## config.mk

```make
export PLATFORM = sky130hd
export DESIGN_NAME = tx_frame_control_flat
export DESIGN_NICKNAME = d
export VERILOG_FILES = /design/src/rtl/tx_frame_control_if.sv /design/src/rtl/tx_frame_control.sv /design/src/flat_wrapper.sv
export SDC_FILE = /design/constraint.sdc
export NUM_CORES = 1
export LEC_CHECK = 0
export ABC_AREA = 1
export BUFFER_PORTS_ARGS = -buffer_cell sky130_fd_sc_hd__buf_2
export CAP_MARGIN = 40
export CORE_ASPECT_RATIO = 0.6
export CORE_MARGIN = 5
export CORE_UTILIZATION = 45
export CTS_BUF_LIST = sky130_fd_sc_hd__clkbuf_16
export DETAILED_ROUTE_END_ITERATION = 6
export PLACE_DENSITY_LB_ADDON = 0.15
export SLEW_MARGIN = 10
export SYNTH_ARGS = -nofsm -noshare
export SYNTH_HDL_FRONTEND = slang
export SYNTH_SLANG_ARGS = --single-unit
```

## constraint.sdc

```tcl
create_clock -name clk -period 2 [get_ports clk]
set_input_delay 0.5 -clock clk [delete_from_list [all_inputs] [get_ports clk]]
set_output_delay 0.5 -clock clk [all_outputs]
set_load 0.01 [all_outputs]
```

## src/rtl/tx_frame_control_if.sv

```systemverilog
// tx_frame_control_if: FIFO pop side and MAC/PHY byte side of the transmit controller.
// The controller connects to master; the FIFO/MAC environment connects to slave.
interface tx_frame_control_if;
    logic       empty;
    logic [7:0] din;
    logic       din_last;
    logic       rd_en;
    logic [7:0] tx_data;
    logic       tx_en;
    logic       tx_er;
    logic       done_out;
    logic       frame_bad;

    modport master (
        input  empty, din, din_last,
        output rd_en, tx_data, tx_en, tx_er, done_out, frame_bad
    );

    modport slave (
        output empty, din, din_last,
        input  rd_en, tx_data, tx_en, tx_er, done_out, frame_bad
    );
endinterface

```

## src/rtl/tx_frame_control.sv

```systemverilog
// tx_frame_control: frames FIFO bytes as preamble+SFD+data[+pad]+FCS and enforces the IFG.
// Define TX_FRAME_PAD_EN to zero-pad short frames up to MIN_FRAME.
module tx_frame_control #(
    parameter int PREAMBLE_LEN = 7,
    parameter int MIN_FRAME    = 60,
    parameter int MAX_FRAME    = 1514,
    parameter int IFG_BYTES    = 12
) (
    input  logic               clk,
    input  logic               reset,
    tx_frame_control_if.master bus
);
    typedef enum logic [2:0] {
        IDLE,
        PREAMBLE,
        SFD,
        DATA,
`ifdef TX_FRAME_PAD_EN
        PAD,
`endif
        FCS,
        DRAIN,
        IFG
    } state_t;

    state_t      r_state;
    logic [10:0] r_cnt;
    logic [7:0]  r_aux;
    logic [31:0] r_crc;
    logic        r_bad;
    logic        r_drain;
    logic [7:0]  r_tx_data;
    logic        r_tx_en;
    logic        r_tx_er;
    logic        r_done;
    logic        r_fbad;

    logic        w_pop;
    logic [10:0] w_cnt_nxt;
    logic [31:0] w_fcs;
    logic [7:0]  w_fcs_byte;

    function automatic logic [31:0] crc_byte(input logic [31:0] c, input logic [7:0] d);
        logic [31:0] r;
        r = c ^ {24'h0, d};
        for (int i = 0; i < 8; i++) r = r[0] ? ((r >> 1) ^ 32'hEDB88320) : (r >> 1);
        return r;
    endfunction

    assign w_pop      = (r_state == DATA || r_state == DRAIN) && !bus.empty;
    assign w_cnt_nxt  = (r_cnt == 11'(MAX_FRAME)) ? r_cnt : r_cnt + 11'd1;
    // a bad frame sends the raw register, i.e. the complement of the normal FCS
    assign w_fcs      = r_bad ? r_crc : ~r_crc;
    assign w_fcs_byte = 8'(w_fcs >> {r_aux[1:0], 3'b000});

    always_ff @(posedge clk or negedge reset) begin
        if (!reset) begin
            r_state   <= IDLE;
            r_cnt     <= '0;
            r_aux     <= '0;
            r_crc     <= '1;
            r_bad     <= 1'b0;
            r_drain   <= 1'b0;
            r_tx_data <= '0;
            r_tx_en   <= 1'b0;
            r_tx_er   <= 1'b0;
            r_done    <= 1'b0;
            r_fbad    <= 1'b0;
        end else begin
            r_tx_data <= 8'h00;
            r_tx_en   <= 1'b0;
            r_tx_er   <= 1'b0;
            r_done    <= 1'b0;
            r_fbad    <= 1'b0;
            if (r_state == IDLE || r_state == IFG) begin
                r_cnt   <= '0;
                r_crc   <= '1;
                r_bad   <= 1'b0;
                r_drain <= 1'b0;
            end
            case (r_state)
                IDLE: begin
                    r_aux <= '0;
                    if (!bus.empty) r_state <= PREAMBLE;
                end
                PREAMBLE: begin
                    r_tx_en   <= 1'b1;
                    r_tx_data <= 8'h55;
                    if (r_aux == 8'(PREAMBLE_LEN - 1)) begin
                        r_aux   <= '0;
                        r_state <= SFD;
                    end else begin
                        r_aux <= r_aux + 8'd1;
                    end
                end
                SFD: begin
                    r_tx_en   <= 1'b1;
                    r_tx_data <= 8'hD5;
                    r_state   <= DATA;
                end
                DATA: begin
                    r_tx_en <= 1'b1;
                    if (bus.empty) begin
                        r_tx_er <= 1'b1;
                        r_bad   <= 1'b1;
                    end else begin
                        r_tx_data <= bus.din;
                        r_crc     <= crc_byte(r_crc, bus.din);
                        r_cnt     <= w_cnt_nxt;
                        if (bus.din_last) begin
`ifdef TX_FRAME_PAD_EN
                            r_state <= (w_cnt_nxt < 11'(MIN_FRAME)) ? PAD : FCS;
`else
                            r_state <= FCS;
`endif
                        end else if (w_cnt_nxt == 11'(MAX_FRAME)) begin
                            r_bad   <= 1'b1;
                            r_drain <= 1'b1;
                            r_state <= FCS;
                        end
                    end
                end
`ifdef TX_FRAME_PAD_EN
                PAD: begin
                    r_tx_en <= 1'b1;
                    r_crc   <= crc_byte(r_crc, 8'h00);
                    r_cnt   <= w_cnt_nxt;
                    if (w_cnt_nxt == 11'(MIN_FRAME)) r_state <= FCS;
                end
`endif
                FCS: begin
                    r_tx_en   <= 1'b1;
                    r_tx_data <= w_fcs_byte;
                    if (r_aux[1:0] == 2'd3) begin
                        r_done  <= 1'b1;
                        r_fbad  <= r_bad;
                        r_aux   <= '0;
                        r_state <= r_drain ? DRAIN : IFG;
                    end else begin
                        r_aux <= r_aux + 8'd1;
                    end
                end
                // drain cycles already count toward the gap
                DRAIN: begin
                    if (r_aux < 8'(IFG_BYTES - 1)) r_aux <= r_aux + 8'd1;
                    if (w_pop && bus.din_last) r_state <= IFG;
                end
                IFG: begin
                    if (r_aux >= 8'(IFG_BYTES - 1)) begin
                        r_aux   <= '0;
                        r_state <= bus.empty ? IDLE : PREAMBLE;
                    end else begin
                        r_aux <= r_aux + 8'd1;
                    end
                end
                default: r_state <= IDLE;
            endcase
        end
    end

    assign bus.rd_en     = w_pop;
    assign bus.tx_data   = r_tx_data;
    assign bus.tx_en     = r_tx_en;
    assign bus.tx_er     = r_tx_er;
    assign bus.done_out  = r_done;
    assign bus.frame_bad = r_fbad;
endmodule
```

## src/flat_wrapper.sv

```systemverilog
// flat-port wrapper written by rule: the top's interface ports become plain ports
module tx_frame_control_flat 
#(
    parameter int PREAMBLE_LEN = 7,
    parameter int MIN_FRAME    = 60,
    parameter int MAX_FRAME    = 1514,
    parameter int IFG_BYTES    = 12
)
  (clk, reset, bus_empty, bus_din, bus_din_last, bus_rd_en, bus_tx_data, bus_tx_en, bus_tx_er, bus_done_out, bus_frame_bad);
  tx_frame_control_if bus_i ();
  input  logic clk;
  input  logic reset;
  input wire logic [$bits(bus_i.empty)-1:0] bus_empty;
  input wire logic [$bits(bus_i.din)-1:0] bus_din;
  input wire logic [$bits(bus_i.din_last)-1:0] bus_din_last;
  output wire logic [$bits(bus_i.rd_en)-1:0] bus_rd_en;
  output wire logic [$bits(bus_i.tx_data)-1:0] bus_tx_data;
  output wire logic [$bits(bus_i.tx_en)-1:0] bus_tx_en;
  output wire logic [$bits(bus_i.tx_er)-1:0] bus_tx_er;
  output wire logic [$bits(bus_i.done_out)-1:0] bus_done_out;
  output wire logic [$bits(bus_i.frame_bad)-1:0] bus_frame_bad;
  assign bus_i.empty = bus_empty;
  assign bus_i.din = bus_din;
  assign bus_i.din_last = bus_din_last;
  assign bus_rd_en = bus_i.rd_en;
  assign bus_tx_data = bus_i.tx_data;
  assign bus_tx_en = bus_i.tx_en;
  assign bus_tx_er = bus_i.tx_er;
  assign bus_done_out = bus_i.done_out;
  assign bus_frame_bad = bus_i.frame_bad;
  tx_frame_control #(.PREAMBLE_LEN(PREAMBLE_LEN), .MIN_FRAME(MIN_FRAME), .MAX_FRAME(MAX_FRAME), .IFG_BYTES(IFG_BYTES)) u_core (.clk(clk), .reset(reset), .bus(bus_i));
endmodule
```

==> results of run 1 <==
-- cell usage after synthesis, types with 2 or more instances --
| cell | n |
|---|---|
| a21oi_1 | 36 |
| a22o_1 | 2 |
| buf_2 | 7 |
| clkbuf_1 | 8 |
| dfrtp_1 | 36 |
| dfstp_2 | 32 |
| ha_1 | 5 |
| inv_1 | 85 |
| inv_2 | 6 |
| nand2_1 | 131 |
| nand2_2 | 4 |
| nand2_4 | 2 |
| nand3_1 | 37 |
| nand4_1 | 8 |
| nor2_1 | 48 |
| nor2_2 | 3 |
| nor3_1 | 6 |
| o211ai_1 | 5 |
| o21ai_0 | 43 |
| o21ai_1 | 5 |
| o21bai_1 | 3 |
| o221ai_1 | 8 |
| o22ai_1 | 19 |
| or2_1 | 2 |
| or2_2 | 2 |
| xnor2_1 | 9 |
| xnor2_4 | 2 |
| xor2_1 | 42 |
-- metrics by stage --
step | power (mW) | utilization, %
6_report | 9.00 | 55.5
5_1_grt | 9.67 | 55.5
4_1_cts | 8.93 | 54.7
3_5_place_dp | 7.01 | 51.1
3_3_place_gp | 6.93 | 51.1
2_1_floorplan | 5.50 | -
-- final cells by class --
type                            instances  area [sq um]  share of cell area [%]
Sequential cell                        68          1750                    31.9
Inverter                               93           352                    6.43
Multi-Input combinational cell        430          2420                    44.2
Clock inverter                          7           124                    2.27
Timing Repair Buffer                   59           433                    7.92
Tap cell                              135           169                    3.09
Clock buffer                            9           225                    4.12
-- where the power goes --
group | switching, mW | internal, mW | total (mW) | leakage (nW)
logic | 3.00 | 1.77 | 4.77 | 1.64
clock network | 0.650 | 1.23 | 1.88 | 0.166
registers | 0.355 | 1.99 | 2.34 | 0.818
total | 4.01 | 4.99 | 9.00 | 2.63
-- kinds of logic (layout without fill, tap and decap cells) --
kind of cell,after synthesis,in the layout
buffers and inverters,109,168
adders and majority gates,5,5
AOI/OAI and AO/OA,124,124
DFF,68,68
and+or+nand+nor,245,245
xor gates and xnor gates,56,56
-- sequential cells by signal, summed over array words and instances (netlist names) --
| name | cells |
|---|---|
| u_core.bus.tx_er | 1 |
| u_core.r_state | 3 |
| u_core.bus.tx_en | 1 |
| u_core.r_crc | 32 |
| u_core.r_cnt | 11 |
| u_core.bus.frame_bad | 1 |
| u_core.r_aux | 8 |
| u_core.r_bad | 1 |
| u_core.bus.done_out | 1 |
| u_core.bus.tx_data | 8 |
| u_core.r_drain | 1 |
-- layer usage --
metal / wire, microns / track usage [%] / vias up
met1: 6470 / 31.9 / 1979
li1: - / - / 2070
met2: 5360 / 32.9 / 125
met5: 0 / 0 / -
met4: 112 / 5.10 / 0
met3: 737 / 5.24 / 13
-- timing repair --
action / CTS / global route
pin swaps: 0 / 6
setup buffers: 0 / 5
gates cloned: 0 / 0
hold buffers: 0 / 0
hold endpoints to repair: 0 / 0
setup endpoints to repair: 3 / 11
resized for setup: 1 / 19
-- worst max path at each step --
| stage | endpoint | slack [ns] | cells past startpoint | startpoint |
|---|---|---|---|---|
| global route | u_core.r_state[2]$_DFFE_PN0P_ | -0.04 | 14 | u_core.r_cnt[1]$_DFF_PN0_ |
| finish | u_core.r_state[2]$_DFFE_PN0P_ | 0.12 | 14 | u_core.r_cnt[1]$_DFF_PN0_ |
| CTS | bus_rd_en | 0.005 | 4 | u_core.r_state[1]$_DFFE_PN0P_ |
| floorplan | u_core.r_state[0]$_DFFE_PN0P_ | 0.27 | 11 | u_core.r_aux[0]$_DFFE_PN0P_ |
| global placement | u_core.r_state[2]$_DFFE_PN0P_ | 0.004 | 12 | u_core.r_cnt[1]$_DFF_PN0_ |
| detailed placement | u_core.r_state[2]$_DFFE_PN0P_ | -0.02 | 12 | u_core.r_cnt[1]$_DFF_PN0_ |
==> qor.yml, run 1 <==
logic_synthesis:
  avgSynthCellArea_sq_um: 7.49
  synth-adder-area-share_pct: 1.38
  synth_top_area_cell: "dfrtp_1"
  yosys.area.top_type_share_pct: 19.8
  ys_seq_area_share_pct: 38.3
  yosysWarningCount: 0
  ys_ff_latch: 68
  synth_top_family_by_area: "simple AND/OR/NAND/NOR gates"
  async_flop_share_pct: 100
  ys.flop_type: "dfrtp_1"
  synth_nets: 624
  synth_simple_gate_area_share_pct: 22.9
  synth_compound_area_share_pct: 15.6
  synth.cell_area_sq_mm: 0.00455
  synthXorXnorAreaFrac_pct: 12.4
  ys_types: 39
  synthCells: 607
  synth_edf_count: 0
  muxShareOfSynthArea_pct: 0
  synthTopCellsByArea: "dfrtp_1 20%, dfstp_2 18%, nand2_1 11%"
worst_setup_path:
  cp.buffers_inverters: 1
  r2r_end: "u_core.r_state[2]$_DFFE_PN0P_"
  cp.required_ns: 2.22
  cp_cell_sequence: "buf_4, ha_1, nand2_1, nor2_2, nand3_1, nand2_1, nand2_1, nand2_1, nor2_2, nand3_2, nand2_2, nand2_1, nand2_1, nand2_1"
  regToRegSetupSlack_ns: 0.12
  worstSetupPathType: "reg2reg"
  end_kind: "flip-flop"
  cp_top_family: "simple AND/OR/NAND/NOR gates"
  cp_slowest_stage_delay_ns: 0.43
  crit_path_start_kind: "flip-flop"
  reg2reg_from: "u_core.r_cnt[1]$_DFF_PN0_"
  reg2reg_depth: 14
  worst_ep_arrival_time_ns: 2.10
  crit_path_max_fanout: 5
  crit_slowest_cell: "dfrtp_1"
  worst_path_most_repeated_cell: "nand2_1"
power_and_ir_drop:
  power_density_mw_per_mm2: 1650
  p_leak_nw: 2.63
  ir_drop_uv: 728
die:
  core-area_sq_mm: 0.00984
  chipWidth_microns: 140
  die_h_microns: 87.9
  dieArea_sq_mm: 0.0123
  row_count: 28
  initial_utilization_pct: 46.2
  boundaryPins: 25
final_layout:
  area_growth_pct: 20.2
  n_fill_cell: 927
  drive_above_1_share_pct: 22.4
  fin_cells: 801
  final_area_sq_mm: 0.00547
  diodes: 0
  final_cell_mix: "129 x nand2_1, 82 x inv_1, 43 x o21ai_0"
  nNetsFinal: 678
  mostFrequentLayoutCell: "nand2_1"
sta:
  slew_viol_final: 0
  worst_pin_slew_ns: 0.513
  fmax_mhz: 532
  finalHoldWorstSlack_ns: 0.131
  period_needed_ns: 1.88
  setup_tns_ns: 0
  slew_headroom_pct: 65.8
  fin_ws_ns: 0.121
  finalSetupViolCount: 0
  hold_violations: 0
  period_share_pct: 94.0
  fin_worst_skew_ns: 0.00726
clock_tree:
  htree_levels: 3
  clkTransAtPathRegs_ns: 0.06
  clock-sinks: 68
  cts_buffers: 9
  cts_root_buffer: "clkbuf_16"
  clockBufferDepth: 2
  clk_latency_ns: 0.34
  cts_tree: "yes"
global_routing:
  antenna_found_initial: 0
  grt_overflow_total: 0
  grt_pass1_vias: 4056
  grt_usage_pct: 21.8
  grt_max_degree: 28
  grt_first_pass_wirelength_mm: 21.1
place:
  place_area_sq_mm: 0.00503
  place_ws_ns: -0.0163
  place_congestion: 0.865
  port_buffers: 24
  dp.cells: 780
  hpwl_mm: 9.42
route:
  via_count: 4187
  drtAntennaViolNets: 0
  viasPerCell: 5.23
  drtIter0Drc: 247
  wire_per_inst_microns: 15.8
  drc_errors: 0
  wirelength_mm: 12.7
  firstDrtPassIters: 5
hold_path:
  hp-class: "in2async"
status:
  outcome: "finished, final reports clean"
run:
  maxCapViolCount: 0
Note: power is estimated with default switching activity, not from simulation.
==> run 2, diff against run 1 <==
==> constraint.sdc (replaced) <==
create_clock -name clk -period 1.98 [get_ports clk]
set_input_delay 0.495 -clock clk [delete_from_list [all_inputs] [get_ports clk]]
set_output_delay 0.495 -clock clk [all_outputs]
set_load 0.01 [all_outputs]
==> run 2 against run 1 <==
Effect of this change: setup slack got worse by 0.031 ns; die area did not move; design area fell by 1.4%; core utilization fell by 0.80 points; global-route usage fell by 0.077 points; routed wire length fell by 0.81%; sequential share of layout area rose by 0.42 points; first-iteration DRC count rose by 0.40%; critical path depth fell by 9; critical path type is now reg2out; critical endpoint is now bus_rd_en.
==> qor.yml, run 2 (same netlist as run 1, synthesis figures left out) <==
status:
  outcome: "finished, final reports clean"  # unchanged
worst_setup_path:
  cp_cell_sequence: "nand2_1, nor2_1, inv_2, a21oi_1, buf_2"  # was buf_4, ha_1, nand2_1, nor2_2, nand3_1, nand2_1, nand2_1, nand2_1, nor2_2, nand3_2, nand2_2, nand2_1, nand2_1, nand2_1
  end_kind: "primary output"  # was flip-flop
  cp.required_ns: 1.48  # was 2.22 ns
  crit_slowest_cell: "dfrtp_1"  # unchanged
  startpoint: "u_core.r_state[0]$_DFFE_PN0P_"  # was u_core.r_cnt[1]$_DFF_PN0_
  reg2reg_from: "u_core.r_cnt[1]$_DFF_PN0_"  # unchanged
  cp_num_cells: 5  # was 14
  worstSetupPathType: "reg2out"  # was reg2reg
  cp.buffers_inverters: 2  # was 1
  crit_path_start_kind: "flip-flop"  # unchanged
  cp_top_family: "flip-flops"  # was simple AND/OR/NAND/NOR gates
  crit_path_max_fanout: 6  # was 5
  cp_slowest_stage_delay_ns: 0.44  # was 0.43 ns
  reg2reg_depth: 14  # unchanged
  worst_ep_arrival_time_ns: 1.39  # was 2.10 ns
sta:
  worst_pin_slew_ns: 0.529  # was 0.513 ns
  period_needed_ns: 1.89
  rsz0062_at_grt: "yes"
  setup_tns_ns: 0  # unchanged
  slew_viol_final: 0  # unchanged
  period_share_pct: 95.4
  fmax_mhz: 529
  finalSetupViolCount: 0  # unchanged
  fin_worst_skew_ns: 0.00328  # was 0.00726 ns
  slew_headroom_pct: 64.5  # was 65.8%
  hold_violations: 0  # unchanged
  fin_ws_ns: 0.0903  # was 0.121 ns
clock_tree:
  cts_root_buffer: "clkbuf_16"  # unchanged
  cts_buffers: 9  # unchanged
  clock-sinks: 68  # unchanged
  htree_levels: 3  # unchanged
  cts_tree: "yes"  # unchanged
  clkTransAtPathRegs_ns: 0.06  # about the same
  clk_latency_ns: 0.33  # was 0.34 ns
  clockBufferDepth: 2  # unchanged
power_and_ir_drop:
  seq_power_share_pct: 27.0  # was 26.1%
  p_sw_share_pct: 45.4  # was 44.6%
  power_frac_comb_pct: 55.2  # was 53.1%
  power_density_mw_per_mm2: 1610  # was 1650 mW/mm^2
  ir_drop_uv: 664  # was 728 uV
  switching_power_mw: 3.95  # was 4.01 mW
  p_leak_nw: 2.60  # was 2.63 nW
  p_int_mw: 4.74  # was 4.99 mW
  clock_power_share_pct: 17.8  # was 20.9%
final_layout:
  largest_reg_flops: 32  # unchanged
  mostFrequentLayoutCell: "nand2_1"  # unchanged
  top_register: "u_core.r_crc"  # unchanged
  final_cell_mix: "125 x nand2_1, 85 x inv_1, 43 x o21ai_0"  # was 129 x nand2_1, 82 x inv_1, 43 x o21ai_0
  utilization_pct: 54.7  # was 55.5%
  reg_top3: "u_core.r_crc x32, u_core.r_cnt x11"  # unchanged
  nNetsFinal: 678  # unchanged
  diodes: 0  # unchanged
  drive_above_1_share_pct: 21.9  # was 22.4%
  area_growth_pct: 18.5  # was 20.2%
global_routing:
  antenna_found_initial: 0  # unchanged
  grt_use_met3_pct: 5.29  # was 5.24%
  grt_first_pass_wirelength_mm: 20.8  # was 21.1 mm
  grt-busiest-layer: "met1"  # was met2
  grt_max_degree: 69  # was 28
  grt_overflow_total: 0  # unchanged
  grt_usage_pct: 21.7  # was 21.8%
  use_met2_pct: 31.4  # was 32.9%
  grt_pass1_vias: 3897  # was 4056
  met1_usage_pct: 32.5  # was 31.9%
route:
  via_count: 4176  # was 4187
  wire_per_inst_microns: 15.7  # was 15.8 microns
  drc_errors: 0  # unchanged
  drtIter0Drc: 248  # was 247
  drtAntennaViolNets: 0  # unchanged
  viasPerCell: 5.21  # was 5.23
  wirelength_mm: 12.6  # was 12.7 mm
  firstDrtPassIters: 5  # unchanged
place:
  port_buffers: 24  # unchanged
  hpwl_mm: 8.98  # was 9.42 mm
  place_congestion: 0.844  # was 0.865
  place_ws_ns: -0.00807  # was -0.0163 ns
die:
  boundaryPins: 25  # unchanged
  row_count: 28  # unchanged
  dieArea_sq_mm: 0.0123  # unchanged
  chipWidth_microns: 140  # unchanged
  core-area_sq_mm: 0.00984  # unchanged
  initial_utilization_pct: 46.2  # unchanged
  die_h_microns: 87.9  # unchanged
run:
  maxCapViolCount: 0  # unchanged
hold_path:
  hp-class: "in2async"  # unchanged
==> run 2: path summary, 6_finish.rpt <==
check,end,slack [ns]
setup / recovery,bus_rd_en,0.09
hold / removal,u_core.r_cnt[1]$_DFF_PN0_,0.15
setup reg to reg,u_core.r_state[1]$_DFFE_PN0P_,0.10
hold reg to reg,u_core.r_crc[1]$_DFF_PN1_,0.49
max in group asynchronous,u_core.r_crc[9]$_DFF_PN1_,1.46
min in group clk,u_core.bus.tx_data[1]$_DFF_PN0_,0.45
==> run 2: final cells by class <==
type / instances / area [sq um]
timing repair buffer: 59 / 408
tap: 135 / 169
clock inverter: 7 / 53.8
multi-input combinational: 430 / 2440
inverter: 93 / 352
clock buffer: 9 / 225
sequential: 68 / 1740
fill: 938 / 4460
==> run 2: what timing repair did <==
item                       CTS  global route
setup buffers                0             7
hold buffers                 0             0
gates resized for setup      2            21
setup endpoints to repair    4            10
pin swaps                    0            10
==> run 2: through the flow <==
stage	cell area [sq um]	power [mW]	std cells	hold slack (ns)
4_1_cts	5280	8.62	794	0.190
6_report	5390	8.69	801	0.155
3_3_place_gp	4990	6.97	778	0.474
3_5_place_dp	4990	7.02	778	0.484
5_1_grt	5390	9.45	801	0.207
2_1_floorplan	4550	5.55	607	0.199
==> run 2: power groups by stage <==
stage	clock, mW	sequential [mW]	combinational [mW]
finish	1.54	2.35	4.80
global route	1.64	2.41	5.40
CTS	1.58	2.33	4.71
detailed placement	0	2.35	4.67
global placement	0	2.35	4.62
floorplan	0	2.30	3.26
==> run 2: routing by layer <==
| layer | wire length (microns) | part of all wire (%) | up-vias |
|---|---|---|---|
| li1 | - | - | 2086 |
| met2 | 5140 | 41 | 146 |
| met1 | 6280 | 50 | 1932 |
| met5 | 0 | 0 | - |
| met4 | 153 | 1.2 | 0 |
| met3 | 998 | 7.9 | 12 |
==> run 2: worst reg2reg max path, delay by kind of cell, from the launching register on <==
kind          cells  cell delay, ns
fa+ha+maj         1            0.18
flops             1            0.44
buf+inv           1            0.16
simple gates     12            1.01
